==> src/rtl/serial_rx.sv <==
// UART 8N1 receiver. The line is sampled at mid-bit using an integer
// clock-per-bit divider. Each received byte lands in a single-entry
// holding register, which is read through a valid/read handshake.
// Framing and overrun errors are reported through sticky flags.
module serial_rx #(
  parameter int CLK_FREQ  = 48_000_000,
  parameter int BAUD_RATE = 115_200
) (
  input  logic       i_clk,
  input  logic       i_rst_n,
  input  logic       i_rx,
  input  logic       i_rd,
  output logic       o_valid,
  output logic [7:0] o_data,
  output logic       o_frame_err,
  output logic       o_overrun
);

  // Clocks per bit. The formula matches the one used by the transmitter.
  localparam int BAUD_DIV = CLK_FREQ / BAUD_RATE;
  localparam int CW       = (BAUD_DIV > 1) ? $clog2(BAUD_DIV) : 1;

  localparam logic [CW-1:0] RELOAD_FULL = CW'(BAUD_DIV - 1);
  localparam logic [CW-1:0] RELOAD_HALF = CW'(BAUD_DIV / 2 - 1);

  // Below 4 clocks per bit, the mid-bit sample cannot be aligned reliably.
  if (BAUD_DIV < 4) begin : g_bad_div
    $error("serial_rx: BAUD_DIV = CLK_FREQ / BAUD_RATE must be >= 4");
  end

  typedef enum logic [2:0] {
    IDLE      = 3'd0,
    START     = 3'd1,
    DATA      = 3'd2,
    STOP      = 3'd3,
    WAIT_HIGH = 3'd4
  } state_t;

  state_t        state;
  logic          rx_m;
  logic          rx_s;
  logic [CW-1:0] cnt;
  logic [2:0]    bit_idx;
  logic [7:0]    shreg;

  // Two-flop synchronizer. Both flops reset to the idle-high line level.
  always_ff @(posedge i_clk) begin
    if (!i_rst_n) begin
      rx_m <= 1'b1;
      rx_s <= 1'b1;
    end else begin
      rx_m <= i_rx;
      rx_s <= rx_m;
    end
  end

  // Receive FSM, bit timer and holding register.
  // A read clears the flags first, so any set later in this block wins over it.
  always_ff @(posedge i_clk) begin
    if (!i_rst_n) begin
      state       <= IDLE;
      cnt         <= '0;
      bit_idx     <= '0;
      o_valid     <= 1'b0;
      o_data      <= 8'h00;
      o_frame_err <= 1'b0;
      o_overrun   <= 1'b0;
    end else begin
      if (i_rd) begin
        o_valid     <= 1'b0;
        o_frame_err <= 1'b0;
        o_overrun   <= 1'b0;
      end
      case (state)
        IDLE: begin
          if (!rx_s) begin
            cnt   <= RELOAD_HALF;
            state <= START;
          end
        end
        START: begin
          if (cnt == '0) begin
            if (rx_s) begin
              state <= IDLE;
            end else begin
              cnt     <= RELOAD_FULL;
              bit_idx <= '0;
              state   <= DATA;
            end
          end else begin
            cnt <= cnt - CW'(1);
          end
        end
        DATA: begin
          if (cnt == '0) begin
            shreg <= {rx_s, shreg[7:1]};
            cnt   <= RELOAD_FULL;
            if (bit_idx == 3'd7) begin
              state <= STOP;
            end else begin
              bit_idx <= bit_idx + 3'd1;
            end
          end else begin
            cnt <= cnt - CW'(1);
          end
        end
        STOP: begin
          if (cnt == '0) begin
            if (rx_s) begin
              o_data  <= shreg;
              o_valid <= 1'b1;
              if (o_valid && !i_rd) begin
                o_overrun <= 1'b1;
              end
              state <= IDLE;
            end else begin
              o_frame_err <= 1'b1;
              state       <= WAIT_HIGH;
            end
          end else begin
            cnt <= cnt - CW'(1);
          end
        end
        WAIT_HIGH: begin
          if (rx_s) begin
            state <= IDLE;
          end
        end
        default: state <= IDLE;
      endcase
    end
  end

endmodule

==> config.mk <==
export PLATFORM = sky130hd
export DESIGN_NAME = serial_rx
export DESIGN_NICKNAME = d
export VERILOG_FILES = /design/src/rtl/serial_rx.sv
export SDC_FILE = /design/constraint.sdc
export NUM_CORES = 1
export LEC_CHECK = 0
export BUFFER_PORTS_ARGS = -buffer_cell sky130_fd_sc_hd__buf_2
export CAP_MARGIN = 15
export CORE_ASPECT_RATIO = 1.25
export CORE_MARGIN = 10
export CORE_UTILIZATION = 51
export CTS_CLUSTER_SIZE = 8
export DETAILED_ROUTE_END_ITERATION = 10
export PLACE_DENSITY = 0.69
export SLEW_MARGIN = 20
export SYNTH_ARGS = -nofsm -noshare
export SYNTH_HDL_FRONTEND = slang
export SYNTH_SLANG_ARGS = --single-unit
==> constraint.sdc <==
create_clock -name i_clk -period 6.6 [get_ports i_clk]
set_input_delay 0 -clock i_clk [delete_from_list [all_inputs] [get_ports i_clk]]
set_output_delay 0 -clock i_clk [all_outputs]
set_load 0.05 [all_outputs]
# Word level (Yosys, flattened, before mapping)

Index checks and enable logic that the tools add are counted.

Register bits: 36
Input bits: 4
Output and inout bits: 11
Logic and storage cells: 71

Add/sub/neg operators: 2
Equal/unequal tests: 15
Muxes and demuxes: 33
Reductions and logical operators: 11

Operator list:

| operator                                            | count |
|---|---|
| two-way mux 9 bit                                   | 5 |
| case mux 9 bit (4 select lines)                     | 1 |
| two-way mux 3 bit                                   | 11 |
| != test 2 bit, second input constant                | 9 |
| case mux 3 bit (5 select lines)                     | 1 |
| two-way mux 1 bit                                   | 13 |
| logical NOT 9 bit                                   | 1 |
| subtractor 9 x 1 -> 9 bit, second input constant    | 1 |
| equality test 3 x 2 -> 1 bit, second input constant | 2 |
| equality test 3 bit, second input constant          | 2 |
| case mux 3 bit (2 select lines)                     | 1 |
| AND reduction 3 bit                                 | 2 |
| AND reduction 6 bit                                 | 1 |
| AND reduction 5 bit                                 | 1 |
| AND reduction 4 bit                                 | 1 |
| nonzero test 4 bit                                  | 1 |
| adder 3 x 1 -> 3 bit, second input constant         | 1 |
| equality test 3 x 1 -> 1 bit, second input constant | 1 |
| logical NOT 3 bit                                   | 1 |
| != test 3 bit, second input constant                | 1 |
| two-way mux 2 bit                                   | 1 |
| nonzero test 2 bit                                  | 1 |
| logical AND 1 bit                                   | 1 |
| logical NOT 1 bit                                   | 1 |

# Depth between registers and ports, before layout

Depth in word-level cells: 6
Depth in mapped cells: 8
Gate-level depth less buffers: 6

# Worst setup path before layout

Ideal clock, no wire load.

Path kind: reg2reg
Start: reg cnt[0]
End: reg shreg[0], enable pin
Library setup time: 0.395 ns
Data arrival time: 2.253 ns
Data required time: 6.205 ns
Path slack: 3.952 ns
Cell stages (with the launch flop): 6
Path buffers: 0
Period minus slack after synthesis: 2.648 ns
Cells stage by stage: dfxtp_1 > inv_1 > ha_1 > nor4b_1 > nand2_1 > nor4_1

Word-level cells in the longest chain between the ends: 2

RTL lines:

| what                                 | RTL line | text |
|---|---|---|
| start, declared                      | 42       | `logic [CW-1:0] cnt;` |
| start signal, assigned               | 91       | `cnt <= cnt - CW'(1);` |
| start signal, assigned               | 104      | `cnt <= cnt - CW'(1);` |
| start signal, assigned               | 121      | `cnt <= cnt - CW'(1);` |
| logical NOT 9 bit                    | 95       | `if (cnt == '0) begin` |
| AND reduction 3 bit (no source line) | --       |  |
| end signal, assigned                 | 96       | `shreg <= {rx_s, shreg[7:1]};` |
| end, declared                        | 44       | `logic [7:0] shreg;` |

No other way between the ends.
A chain may end at the register's enable or synchronous reset.

# Final worst setup path

Start: reg cnt[0]
End: reg shreg[1], enable pin

Same word-level chain as after synthesis.

==> run metrics <==
PwrDens=261 mW/mm^2; Final TNS setup=0 ns; pin count of the biggest net entering global routing=17; die footprint=0.00600 mm^2; unrepaired setup endpoints after global routing=false; DR pass1 iterations=5; CTS Buffer Depth=2; CP arrival=2.44 ns; layout cell share with drive strength beyond 1=0.161; EDFF count, synth=8; synthesized area per cell=9.82 um^2; CTS tree=done; Yosys cell types=48; Final Routed Wirelength=3930 um; R2R Setup Slk=4.16 ns; worst skew pair latency=0.29 ns; #FFs+latches synth=36; Placeable Area=0.00319 mm^2; Clock Pin Slew Worst Setup and Hold Paths=0.07 ns; skew final=0.00540 ns; CP required=6.60 ns; fill cell count=271; Vias/cell=6.31; Final setup viols=0; setup ws final=4.16 ns; max cap viols=0; dpl ws=4.24 ns; most common cell after layout, fill and taps aside=dfxtp_1; crit path max fanout=8; top-level I/O count=15; # DRC=0; Post-Synthesis Net Count=179; CTS sink cnt=36; Synth area leaders=dfxtp_1, edfxtp_1, mux2i_1, nor2_1, a21oi_1; diodes inserted=0; H-tree level count=2; Crit Path Class=reg -> reg; Synth Warn #=0; vias in the first global route=1,357; Worst-Margin Slew=0.894 ns; area leader, netlist=dfxtp_1; Final Slew Violations=0; startpoint types=flip-flop; HP Class=in -> reg; via count=1,408; Leak Pwr=0.745 nW; Die X-Extent=71.3 um; outcome=completed; DP HPWL=2790 um; Port Buffers=14; Final nets=193; most frequent cells in the layout=dfxtp_1, nor2_1, buf_2; CP Capture Type=flip-flop; VDD IR max=0.000209 V; Fmax=409 MHz; Cells after Synth=171; First DRT Iteration DRCs=140; Slew HR=0.398; post-route minimum period=2.44 ns; Synth Cell Area=0.00168 mm^2; Yosys top cell area share=0.334; Total GRT Usage=0.132; Final Hold Viols=0; Main synth FF type=dfxtp_1; initial antenna violation count=0; Seq/Total Area, Yosys=0.477; global placer's final weighted congestion=0.905; Die H=84.2 um; antenna viol nets, final=0; first-pass GRT wire length=6530 um; ys async rst share=0; WL/cell=17.6 um; num rows=23; gr ovfl total=0; Area Growth Syn to Fin=13.3%; Starting Density=0.526; Root Driver=clkbuf_8; CTS Buf Count=5; Tcrit/Tclk final=0.370
==> power breakdown <==
| part | switching (W) | internal, W | leakage [nW] |
|---|---|---|---|
| logic | 0.0000436 | 0.0000240 | 0.392 |
| clock network | 0.0000789 | 0.000112 | 0.0541 |
| registers | 0.00000821 | 0.000230 | 0.299 |
| total | 0.000131 | 0.000365 | 0.745 |
==> path summary, 6_finish.rpt <==
check             startpoint        to  depth (start not counted)
hold / removal       i_rst_n      rx_s                          2
hold reg to reg         rx_m      rx_s                          1
setup / recovery      cnt[0]  shreg[1]                          6
setup reg to reg      cnt[0]  shreg[1]                          6
==> cells by family after synthesis <==
| kind of cell | Yosys count | share of synthesized area |
|---|---|---|
| and+or+nand+nor | 55 | 0.177 |
| AOI/OAI and AO/OA | 45 | 0.203 |
| DFF | 36 | 0.477 |
| buffers and inverters | 20 | 0.0477 |
| muxes | 10 | 0.0604 |
| adders and majority gates | 4 | 0.0298 |
| xor gates and xnor gates | 1 | 0.00522 |
==> per-stage QoR <==
step           hold WS [ns]  std cells  power, W   util  cell area (um^2)
2_1_floorplan        0.0730        171  0.000291      -              1680
3_3_place_gp          0.188        213  0.000305  0.554              1770
3_5_place_dp          0.194        213  0.000307  0.554              1770
4_1_cts              0.0203        223  0.000497  0.595              1900
5_1_grt              0.0469        223  0.000514  0.595              1900
6_report             0.0257        223  0.000496  0.595              1900
==> sequential cells by signal, summed over array words and instances (netlist names), 3 cells and up <==
name,count
cnt,9
shreg,8
state,3
bit_idx,3
o_data,8
==> area by class of cell <==
cell class | count | area [um^2] | area share
inverters | 9 | 33.8 | 0.0178
flip-flops and latches | 36 | 801 | 0.421
well taps | 37 | 46.3 | 0.0243
multi-input cells | 115 | 805 | 0.423
repair buffers | 18 | 105 | 0.0553
clock inverters | 3 | 42.5 | 0.0224
clock buffers | 5 | 68.8 | 0.0362
==> worst max-delay path: stages (launching register included) <==
cell and delay, ns:
dfxtp_1 0.35, inv_1 0.09, ha_1 0.15, nor4b_1 0.72, nand2_1 0.32, nor4_1 0.31, buf_4 0.22
==> layer usage <==
metal / share of wire / track usage / wire [um]
met5: 0 / 0 / 0
met4: 0.026 / 0.0899 / 103
met3: 0.063 / 0.0365 / 248
met2: 0.49 / 0.214 / 1940
met1: 0.42 / 0.145 / 1640
==> Yosys cell counts, types with 2 or more instances <==
library cell,n
dfxtp_1,28
ha_1,4
o2111ai_1,2
o211a_1,3
nor3_1,8
nor4_1,4
edfxtp_1,8
nand2_1,6
a21oi_1,12
or4_1,2
nand2b_1,3
mux2i_1,9
o41ai_1,2
clkbuf_1,9
o21a_1,2
nand3b_1,4
inv_1,9
o221ai_1,2
a211oi_1,2
a311oi_1,2
o21ai_0,3
or3_1,3
nor2_1,17
o31a_1,2
o31ai_1,2
==> timing repair <==
item                      CTS  global route
setup buffers               0             0
hold buffers                2             0
hold endpoints to repair    2             0
gates resized for setup     0             0
No activity file was read; power rests on OpenSTA's default activity.
